--- config.mk ---
export PLATFORM = sky130hd
export DESIGN_NAME = fp_mult_seq_flat
export DESIGN_NICKNAME = d
export VERILOG_FILES = /design/src/rtl/fp_mult_seq_if.sv /design/src/rtl/fp_mult_seq.sv /design/src/flat_wrapper.sv
export SDC_FILE = /design/constraint.sdc
export NUM_CORES = 1
export LEC_CHECK = 0
export CAP_MARGIN = 5
export CORE_ASPECT_RATIO = 0.9
export CORE_MARGIN = 5
export CORE_UTILIZATION = 25
export CTS_BUF_LIST = sky130_fd_sc_hd__clkbuf_4
export DETAILED_ROUTE_END_ITERATION = 8
export PLACE_DENSITY = 0.48
export SYNTH_ARGS = -nofsm -noshare
export SYNTH_HDL_FRONTEND = slang
export SYNTH_SLANG_ARGS = --single-unit
--- constraint.sdc ---
create_clock -name clk -period 6.2 [get_ports clk]
set_input_delay 1.24 -clock clk [delete_from_list [all_inputs] [get_ports clk]]
set_output_delay 1.24 -clock clk [all_outputs]
set_load 0.05 [all_outputs]
--- src/rtl/fp_mult_seq_if.sv ---
// Operand/result handshake bundle for the sequential IEEE-754 multiplier.
// The master drives operands and accepts results; the slave is the multiplier.
interface fp_mult_seq_if #(
  parameter int WIDTH = 32
);
  logic             in_valid;
  logic             in_ready;
  logic [WIDTH-1:0] op1;
  logic [WIDTH-1:0] op2;
  logic             out_valid;
  logic             out_ready;
  logic [WIDTH-1:0] res;
  logic [2:0]       exc;

  modport master (
    output in_valid, op1, op2, out_ready,
    input  in_ready, out_valid, res, exc
  );

  modport slave (
    input  in_valid, op1, op2, out_ready,
    output in_ready, out_valid, res, exc
  );
endinterface

--- src/rtl/fp_mult_seq.sv ---
// Multi-cycle IEEE-754 multiplier: one-cycle special-case resolution, otherwise
// shift-add mantissa multiply, normalize and round-to-nearest-even (denormals flushed).
module fp_mult_seq #(
  parameter bit IS_DOUBLE  = 1'b0,
  parameter int WIDTH      = IS_DOUBLE ? 64 : 32,
  parameter int EXPONENT_W = IS_DOUBLE ? 11 : 8,
  parameter int MANTISSA_W = IS_DOUBLE ? 52 : 23
) (
  input  logic         clk,
  input  logic         rst_n,
  fp_mult_seq_if.slave bus
);
  localparam int SIG_W  = MANTISSA_W + 1;
  localparam int PROD_W = 2 * SIG_W;
  localparam int EXP_RW = EXPONENT_W + 2;
  localparam int CNT_W  = $clog2(SIG_W + 1);

  localparam logic signed [EXP_RW-1:0] BIAS     = EXP_RW'((1 << (EXPONENT_W - 1)) - 1);
  localparam logic signed [EXP_RW-1:0] EXP_MAX  = EXP_RW'((1 << EXPONENT_W) - 1);
  localparam logic signed [EXP_RW-1:0] EXP_ONE  = EXP_RW'(1);
  localparam logic signed [EXP_RW-1:0] EXP_ZERO = '0;

  typedef enum logic [2:0] {IDLE, CLASS, MUL, NORM, RND, DONE} state_t;

  state_t                   state_reg, state_next;
  logic [WIDTH-1:0]         op1_reg, op1_next, op2_reg, op2_next;
  logic [SIG_W-1:0]         mcand_reg, mcand_next, mplier_reg, mplier_next;
  logic [PROD_W-1:0]        acc_reg, acc_next;
  logic [CNT_W-1:0]         cnt_reg, cnt_next;
  logic signed [EXP_RW-1:0] exp_reg, exp_next;
  logic                     sign_reg, sign_next;
  logic [MANTISSA_W-1:0]    mant_reg, mant_next;
  logic                     guard_reg, guard_next, sticky_reg, sticky_next;
  logic [WIDTH-1:0]         res_reg, res_next;
  logic [2:0]               exc_reg, exc_next;
  logic                     out_valid_reg, out_valid_next;

  logic                     s1, s2;
  logic [EXPONENT_W-1:0]    e1, e2;
  logic [MANTISSA_W-1:0]    m1, m2;
  logic                     nan1, nan2, inf1, inf2, zero1, zero2;
  logic [SIG_W:0]           partial;
  logic                     round_up, carry;
  logic [MANTISSA_W-1:0]    mant_rnd;
  logic signed [EXP_RW-1:0] exp_rnd;

  assign {s1, e1, m1} = op1_reg;
  assign {s2, e2, m2} = op2_reg;
  assign nan1  = (&e1) && (|m1);
  assign nan2  = (&e2) && (|m2);
  assign inf1  = (&e1) && !(|m1);
  assign inf2  = (&e2) && !(|m2);
  assign zero1 = (e1 == '0);
  assign zero2 = (e2 == '0);

  assign bus.in_ready  = (state_reg == IDLE);
  assign bus.out_valid = out_valid_reg;
  assign bus.res       = res_reg;
  assign bus.exc       = exc_reg;

  // Shift-add step: add the multiplicand into the upper half, then shift the whole accumulator right.
  assign partial = {1'b0, acc_reg[PROD_W-1:SIG_W]} + (mplier_reg[0] ? {1'b0, mcand_reg} : '0);

  assign round_up          = guard_reg & (sticky_reg | mant_reg[0]);
  assign {carry, mant_rnd} = {1'b0, mant_reg} + {{MANTISSA_W{1'b0}}, round_up};
  assign exp_rnd           = carry ? exp_reg + EXP_ONE : exp_reg;

  always_ff @(posedge clk or negedge rst_n) begin
    if (!rst_n) begin
      state_reg     <= IDLE;
      op1_reg       <= '0;
      op2_reg       <= '0;
      mcand_reg     <= '0;
      mplier_reg    <= '0;
      acc_reg       <= '0;
      cnt_reg       <= '0;
      exp_reg       <= '0;
      sign_reg      <= 1'b0;
      mant_reg      <= '0;
      guard_reg     <= 1'b0;
      sticky_reg    <= 1'b0;
      res_reg       <= '0;
      exc_reg       <= '0;
      out_valid_reg <= 1'b0;
    end else begin
      state_reg     <= state_next;
      op1_reg       <= op1_next;
      op2_reg       <= op2_next;
      mcand_reg     <= mcand_next;
      mplier_reg    <= mplier_next;
      acc_reg       <= acc_next;
      cnt_reg       <= cnt_next;
      exp_reg       <= exp_next;
      sign_reg      <= sign_next;
      mant_reg      <= mant_next;
      guard_reg     <= guard_next;
      sticky_reg    <= sticky_next;
      res_reg       <= res_next;
      exc_reg       <= exc_next;
      out_valid_reg <= out_valid_next;
    end
  end

  always_comb begin
    state_next     = state_reg;
    op1_next       = op1_reg;
    op2_next       = op2_reg;
    mcand_next     = mcand_reg;
    mplier_next    = mplier_reg;
    acc_next       = acc_reg;
    cnt_next       = cnt_reg;
    exp_next       = exp_reg;
    sign_next      = sign_reg;
    mant_next      = mant_reg;
    guard_next     = guard_reg;
    sticky_next    = sticky_reg;
    res_next       = res_reg;
    exc_next       = exc_reg;
    out_valid_next = out_valid_reg;

    unique case (state_reg)
      IDLE: begin
        if (bus.in_valid) begin
          op1_next   = bus.op1;
          op2_next   = bus.op2;
          state_next = CLASS;
        end
      end

      CLASS: begin
        sign_next = s1 ^ s2;
        if (nan1 || nan2 || (inf1 && zero2) || (zero1 && inf2)) begin
          res_next   = {1'b0, {EXPONENT_W{1'b1}}, 1'b1, {(MANTISSA_W-1){1'b0}}};
          exc_next   = 3'b100;
          state_next = DONE;
        end else if (inf1 || inf2) begin
          res_next   = {s1 ^ s2, {EXPONENT_W{1'b1}}, {MANTISSA_W{1'b0}}};
          exc_next   = 3'b000;
          state_next = DONE;
        end else if (zero1 || zero2) begin
          res_next   = {s1 ^ s2, {(WIDTH-1){1'b0}}};
          exc_next   = 3'b000;
          state_next = DONE;
        end else begin
          mcand_next  = {1'b1, m1};
          mplier_next = {1'b1, m2};
          acc_next    = '0;
          cnt_next    = '0;
          exp_next    = $signed({2'b00, e1}) + $signed({2'b00, e2}) - BIAS;
          state_next  = MUL;
        end
      end

      MUL: begin
        acc_next    = {partial, acc_reg[SIG_W-1:1]};
        mplier_next = mplier_reg >> 1;
        cnt_next    = cnt_reg + CNT_W'(1);
        if (cnt_reg == CNT_W'(SIG_W - 1)) begin
          state_next = NORM;
        end
      end

      NORM: begin
        // Product of two [1,2) significands lies in [1,4): leading one is one of the top two bits.
        if (acc_reg[PROD_W-1]) begin
          mant_next   = acc_reg[PROD_W-2:SIG_W];
          guard_next  = acc_reg[SIG_W-1];
          sticky_next = |acc_reg[SIG_W-2:0];
          exp_next    = exp_reg + EXP_ONE;
        end else begin
          mant_next   = acc_reg[PROD_W-3:SIG_W-1];
          guard_next  = acc_reg[SIG_W-2];
          sticky_next = |acc_reg[SIG_W-3:0];
        end
        state_next = RND;
      end

      RND: begin
        if (exp_rnd >= EXP_MAX) begin
          res_next = {sign_reg, {EXPONENT_W{1'b1}}, {MANTISSA_W{1'b0}}};
          exc_next = 3'b010;
        end else if (exp_rnd <= EXP_ZERO) begin
          res_next = {sign_reg, {(WIDTH-1){1'b0}}};
          exc_next = 3'b001;
        end else begin
          res_next = {sign_reg, exp_rnd[EXPONENT_W-1:0], mant_rnd};
          exc_next = 3'b000;
        end
        state_next = DONE;
      end

      DONE: begin
        // out_valid rises one cycle after entering DONE and drops on the accepting edge.
        if (out_valid_reg && bus.out_ready) begin
          out_valid_next = 1'b0;
          state_next     = IDLE;
        end else begin
          out_valid_next = 1'b1;
        end
      end

      default: state_next = IDLE;
    endcase
  end
endmodule

--- src/flat_wrapper.sv ---
// flat-port wrapper written by rule: the top's interface ports become plain ports
module fp_mult_seq_flat 
#(
  parameter bit IS_DOUBLE  = 1'b0,
  parameter int WIDTH      = IS_DOUBLE ? 64 : 32,
  parameter int EXPONENT_W = IS_DOUBLE ? 11 : 8,
  parameter int MANTISSA_W = IS_DOUBLE ? 52 : 23
)
  (clk, rst_n, bus_in_valid, bus_op1, bus_op2, bus_out_ready, bus_in_ready, bus_out_valid, bus_res, bus_exc);
  fp_mult_seq_if #(.WIDTH(WIDTH)) bus_i ();
  input  logic clk;
  input  logic rst_n;
  input wire logic [$bits(bus_i.in_valid)-1:0] bus_in_valid;
  input wire logic [$bits(bus_i.op1)-1:0] bus_op1;
  input wire logic [$bits(bus_i.op2)-1:0] bus_op2;
  input wire logic [$bits(bus_i.out_ready)-1:0] bus_out_ready;
  output wire logic [$bits(bus_i.in_ready)-1:0] bus_in_ready;
  output wire logic [$bits(bus_i.out_valid)-1:0] bus_out_valid;
  output wire logic [$bits(bus_i.res)-1:0] bus_res;
  output wire logic [$bits(bus_i.exc)-1:0] bus_exc;
  assign bus_i.in_valid = bus_in_valid;
  assign bus_i.op1 = bus_op1;
  assign bus_i.op2 = bus_op2;
  assign bus_i.out_ready = bus_out_ready;
  assign bus_in_ready = bus_i.in_ready;
  assign bus_out_valid = bus_i.out_valid;
  assign bus_res = bus_i.res;
  assign bus_exc = bus_i.exc;
  fp_mult_seq #(.IS_DOUBLE(IS_DOUBLE), .WIDTH(WIDTH), .EXPONENT_W(EXPONENT_W), .MANTISSA_W(MANTISSA_W)) u_core (.clk(clk), .rst_n(rst_n), .bus(bus_i));
endmodule
# ---- Word level (Yosys, flattened, before mapping)
# Index checks and enable logic that the tools add are counted.
dict set report classes {
  mux 42
  bitwise_logic 6
  eq_ne 14
  add_sub_neg 6
  n_reduce_logical 32
  magnitude_cmp 2
}
# operator n
set ops {}
lappend ops {{48-bit two-way mux} 3}
lappend ops {{24-bit two-way mux} 4}
lappend ops {{32-bit two-way mux} 3}
lappend ops {{48-bit one-hot mux with 2 select lines} 1}
lappend ops {{23-bit OR reduction} 3}
lappend ops {{32-bit one-hot mux with 2 select lines} 1}
lappend ops {{31-bit two-way mux} 2}
lappend ops {{10-bit two-way mux} 5}
lappend ops {{24-bit one-hot mux with 2 select lines} 1}
lappend ops {{3-bit two-way mux} 10}
lappend ops {{24-bit by 25-bit adder with 25-bit output} 1}
lappend ops {{23-bit by 1-bit adder with 24-bit output} 1}
lappend ops {{23-bit two-way mux} 1}
lappend ops {{22-bit OR reduction} 1}
lappend ops {{10-bit one-hot mux with 2 select lines} 1}
lappend ops {{3-bit one-hot mux with 6 select lines} 1}
lappend ops {{8-bit zero test} 2}
lappend ops {{8-bit AND reduction} 2}
lappend ops {{5-bit two-way mux} 3}
lappend ops {{10-bit by 2-bit adder with 10-bit output (second input constant)} 1}
lappend ops {{10-bit by 9-bit >= comparator with 1-bit output (second input constant)} 1}
lappend ops {{10-bit by 1-bit less-or-equal comparator with 1-bit output (second input constant)} 1}
lappend ops {{5-bit one-hot mux with 2 select lines} 1}
lappend ops {{10-bit by 8-bit subtractor with 10-bit output (second input constant)} 1}
lappend ops {{24 further kinds} 51}
dict set report word_totals {
  register_bits 240
  output_inout_bits 37
}

# ---- Longest topological paths before layout
dict set report logic_depth {
  word_depth 8
  mapped_depth 13
  mapped_depth_nobuf 12
}

# ---- Worst setup path after synthesis
# Ideal clock, no wire load.
dict set report synth_timing {
  path_type {register to register}
  startpoint {register u_core.mplier_reg[0]}
  endpoint {register u_core.acc_reg[47]}
  t_required_ns 6.122
  stages_incl_launch_ff 14
  path_buffers 1
  t_arrival_ns 3.099
  slack_ns 3.023
  setup_ns 0.078
  path_cell_list {dfrtp_1 > clkbuf_1 > and2_1 > ha_1 > inv_1 > fa_1 > nor2b_1 > o21a_1 > o21ai_0 > a2111oi_0 > nor2_1 > o311ai_0 > a2111oi_0 > a21oi_1}
}
dict set report synth_between {
  elab_chain_len 3
}
# item line
set synth_lines {}
lappend synth_lines {{start, declared} fp_mult_seq.sv:27} ;# logic [SIG_W-1:0] mcand_reg, mcand_next, mplier_reg, mplier_next;
lappend synth_lines {{start signal, assigned} fp_mult_seq.sv:90} ;# mplier_reg <= mplier_next;
lappend synth_lines {{24-bit two-way mux} fp_mult_seq.sv:62} ;# assign partial = {1'b0, acc_reg[PROD_W-1:SIG_W]} + (mplier_reg[0] ? {1'b0, mcand_reg} : '0);
lappend synth_lines {{24-bit by 25-bit adder with 25-bit output} fp_mult_seq.sv:62}
lappend synth_lines {{48-bit one-hot mux with 2 select lines} fp_mult_seq.sv:121} ;# unique case (state_reg)
lappend synth_lines {{end signal, assigned} fp_mult_seq.sv:91} ;# acc_reg <= acc_next;
lappend synth_lines {{end, declared} fp_mult_seq.sv:28} ;# logic [PROD_W-1:0] acc_reg, acc_next;
# Every way passes these cells.
# A chain may end at the register's enable or synchronous reset.

# ---- Final worst setup path
# Ends and elaborated chain as after synthesis.

==> flow_summary_export.csv <==
group,metric,value,unit
place,hpwl,22.74,mm
finish,area_delta_synth_final,20.60,%
clocking,hold_buffers,0,
logic_synthesis,synth_cell_types,69,
min_path,hp-class,"flop to flop",
logic_synthesis,ys_warn_count,0,
logic_synthesis,synth_seq_area_share,0.4760,
drt,drt_iter0_markers,552,
clocking,clockRootBuffer,"clkbuf_4",
finish,layout.nets,1485,
finish,num-fill-cells,5339,
timing,setup_violations,0,
worst_setup_path,reg2reg_slack,2.13,ns
place,place.gp.congestion,0.8410,
clocking,cts_resized,0,
logic_synthesis,synth_edf_count,0,
floorplanning,start_util,0.2515,
timing,worst_pin_slew,0.9444,ns
floorplanning,io_pins,105,
power_and_ir_drop,leakage,6.496,nW
floorplanning,core_area,50160,µm²
clocking,cts_tree,"done",
job,drv_cap,0,
worst_setup_path,setup.worst_path.start,"u_core.mplier_reg[0]$_DFFE_PN0P_",
grt,overflow,0,
finish,largest_reg_flops,48,
timing,worst_clock_skew,0.06830,ns
timing,drv_slew,0,
finish,multi_input_area,6281,µm²
drt,wl,32.05,mm
clocking,clk_path_buf_depth,3,
timing,fin_ws,2.131,ns
timing,rsz0062_at_grt,"no",
timing,hold_violations,0,
drt,avgViaCountPerCell,4.547,
clocking,post_cts_buffers,0,
finish,register_area,6006,µm²
logic_synthesis,synth_area,12620,µm²
worst_setup_path,cp.arrival,4.75,ns
worst_setup_path,cp_data_required_time,6.88,ns
logic_synthesis,synth_nets,1364,
logic_synthesis,synth_flop_cell,"dfrtp_1",
clocking,worstSkewPairLatency,0.76,ns
drt,vias,9590,
outcome,outcome,"finished, final reports clean",
drt,antenna_left,0,
floorplanning,rows,78,
worst_setup_path,worstSetupEndpoint,"u_core.acc_reg[47]$_DFFE_PN0P_",
worst_setup_path,worstSetupPathType,"flop to flop",
grt,first_global_vias,9848,
grt,grt_usage,0.1192,
drt,remaining_drc_errors,0,
drt,wl_per_cell,15.19,µm
worst_setup_path,rr_endpoint,"u_core.acc_reg[47]$_DFFE_PN0P_",
timing,max_freq,245.7,MHz
worst_setup_path,rr_worst_depth,12,
place,port_buffers,104,
floorplanning,die_h,223.1,µm
clocking,clk_pin_slew,0.06,ns
timing,relSlewSlack,0.3541,
drt,detail_route.first_pass.iterations,5,
timing,period_minus_slack,4.069,ns
grt,grt_pass1_wl,53.60,mm
logic_synthesis,ys_async_sr_fraction,1.000,
clocking,cts_buffers,73,
worst_setup_path,r2r-start,"u_core.mplier_reg[0]$_DFFE_PN0P_",
grt,grt_max_degree,123,
worst_setup_path,cp-start-kind,"flop",
clocking,clock-sinks,240,
grt,antenna_found_initial,2,
floorplanning,die_width,246.8,µm
power_and_ir_drop,pwr_density_cell,488.7,nW/µm²
logic_synthesis,syn_inst,1257,
worst_setup_path,crit_fanout,25,
place,post-place-ws,2.106,ns
worst_setup_path,worstSetupEndpointType,"flop",
floorplanning,dieArea,55060,µm²
clocking,ctsHtreeMaxLevel,3,
logic_synthesis,avgSynthCellArea,10.04,µm²
power_and_ir_drop,ir_drop,0.2151,mV
timing,fin_setup_tns,0,ns
logic_synthesis,synth-seq-cells,240,
timing,fin_crit_sh,0.6564,
finish,drive_gt1_frac,0.1556,
worst min path at each step:
stage | start | end | cells after the start
3_5_place_dp | u_core.mcand_reg[23]$_DFFE_PN0N_ | u_core.mcand_reg[23]$_DFFE_PN0N_ | 1
5_1_grt | u_core.bus.res[17]$_DFFE_PN0P_ | u_core.bus.res[17]$_DFFE_PN0P_ | 2
3_3_place_gp | u_core.mcand_reg[23]$_DFFE_PN0N_ | u_core.mcand_reg[23]$_DFFE_PN0N_ | 1
6_report | u_core.mcand_reg[23]$_DFFE_PN0N_ | u_core.mcand_reg[23]$_DFFE_PN0N_ | 1
4_1_cts | u_core.acc_reg[6]$_DFFE_PN0P_ | u_core.acc_reg[5]$_DFFE_PN0P_ | 2
2_1_floorplan | u_core.mcand_reg[23]$_DFFE_PN0N_ | u_core.mcand_reg[23]$_DFFE_PN0N_ | 1
synthesized netlist by cell type, types with 8 or more instances:
cell,instances,area share
nor2_1,56,0.017
nand2_1,166,0.049
nor3_1,12,0.0048
a21oi_1,42,0.017
o21ai_0,94,0.037
and3_1,17,0.0084
xnor2_1,32,0.022
nand4_1,14,0.0069
and2_1,33,0.016
inv_1,21,0.0062
mux2_2,89,0.079
o22a_1,9,0.0062
nor4_1,20,0.0099
a21o_1,13,0.0077
dfrtp_1,240,0.48
o21ai_1,21,0.0083
ha_1,37,0.037
nand3_1,73,0.029
mux2i_1,51,0.040
nand2b_1,8,0.0040
clkbuf_1,59,0.018
a2111oi_0,8,0.0056
xor2_1,30,0.021
where the power goes:
group / internal (mW) / leakage, nW / total [mW] / switching, mW
combinational: 1.42 / 2.94 / 3.20 / 1.78
clock: 0.758 / 0.513 / 1.45 / 0.691
sequential: 2.18 / 3.04 / 2.79 / 0.611
area by class of cell:
| cell class | count | area share |
|---|---|---|
| multi-input combinational | 929 | 0.4128 |
| sequential | 240 | 0.3947 |
| timing repair buffer | 113 | 0.07401 |
| tap | 680 | 0.05592 |
| clock buffer | 102 | 0.05033 |
| clock inverter | 22 | 0.006661 |
| inverter | 21 | 0.005181 |
| antenna | 2 | 0.0003289 |
worst max-delay path, cell delays in order, from the launching register on:
cell	delay, ns
dfrtp_1	0.73
and2_1	0.24
ha_1	0.19
inv_1	0.06
fa_1	0.40
nor2b_1	0.13
o21a_1	0.13
o21ai_0	0.13
a2111oi_0	0.85
nor2_1	0.19
o311ai_0	0.57
a2111oi_0	0.20
a21oi_1	0.17
cell usage in the layout (no fill, tap or decap), types with 20 or more instances in the layout:
master	synthesis	routed
nand3_1	73	73
o21ai_0	94	93
and2_1	33	31
nand2_1	166	165
nor4_1	20	20
xnor2_1	32	32
ha_1	37	37
o21ai_1	21	22
clkdlybuf4s50_1	0	103
nor2_1	56	56
dfrtp_1	240	240
inv_1	21	21
xor2_1	30	30
mux2_2	89	89
a21oi_1	42	42
clkbuf_4	0	102
mux2i_1	51	51
kinds of logic after synthesis:
family,Yosys count,synth area share
and+or+nand+nor,447,0.1752
buffers and inverters,88,0.02688
adders and majority gates,39,0.03987
AOI/OAI and AO/OA,241,0.1190
xor gates and xnor gates,62,0.04304
muxes,140,0.1199
DFF,240,0.4760
per-layer routing:
metal	part of all wire	routed length, µm	global-route usage	vias up
li1	-	-	-	4773
met3	0.057	1825	0.03821	55
met1	0.50	16050	0.1690	4581
met4	0.020	630	0.03905	0
met5	0	0	0	-
met2	0.42	13540	0.1720	181
metrics by stage:
step	std cells	hold WS [ns]	instance area, µm²	utilization	total power, mW
6_report	2109	0.4767	15210	0.3033	7.436
2_1_floorplan	1257	0.4252	12620	-	5.093
5_1_grt	2109	0.5136	15210	0.3033	8.097
4_1_cts	2107	0.4797	15210	0.3032	7.577
3_3_place_gp	1983	0.4433	14340	0.2859	5.996
3_5_place_dp	1983	0.4654	14340	0.2859	6.058
Power figures use the tool's default switching activity.
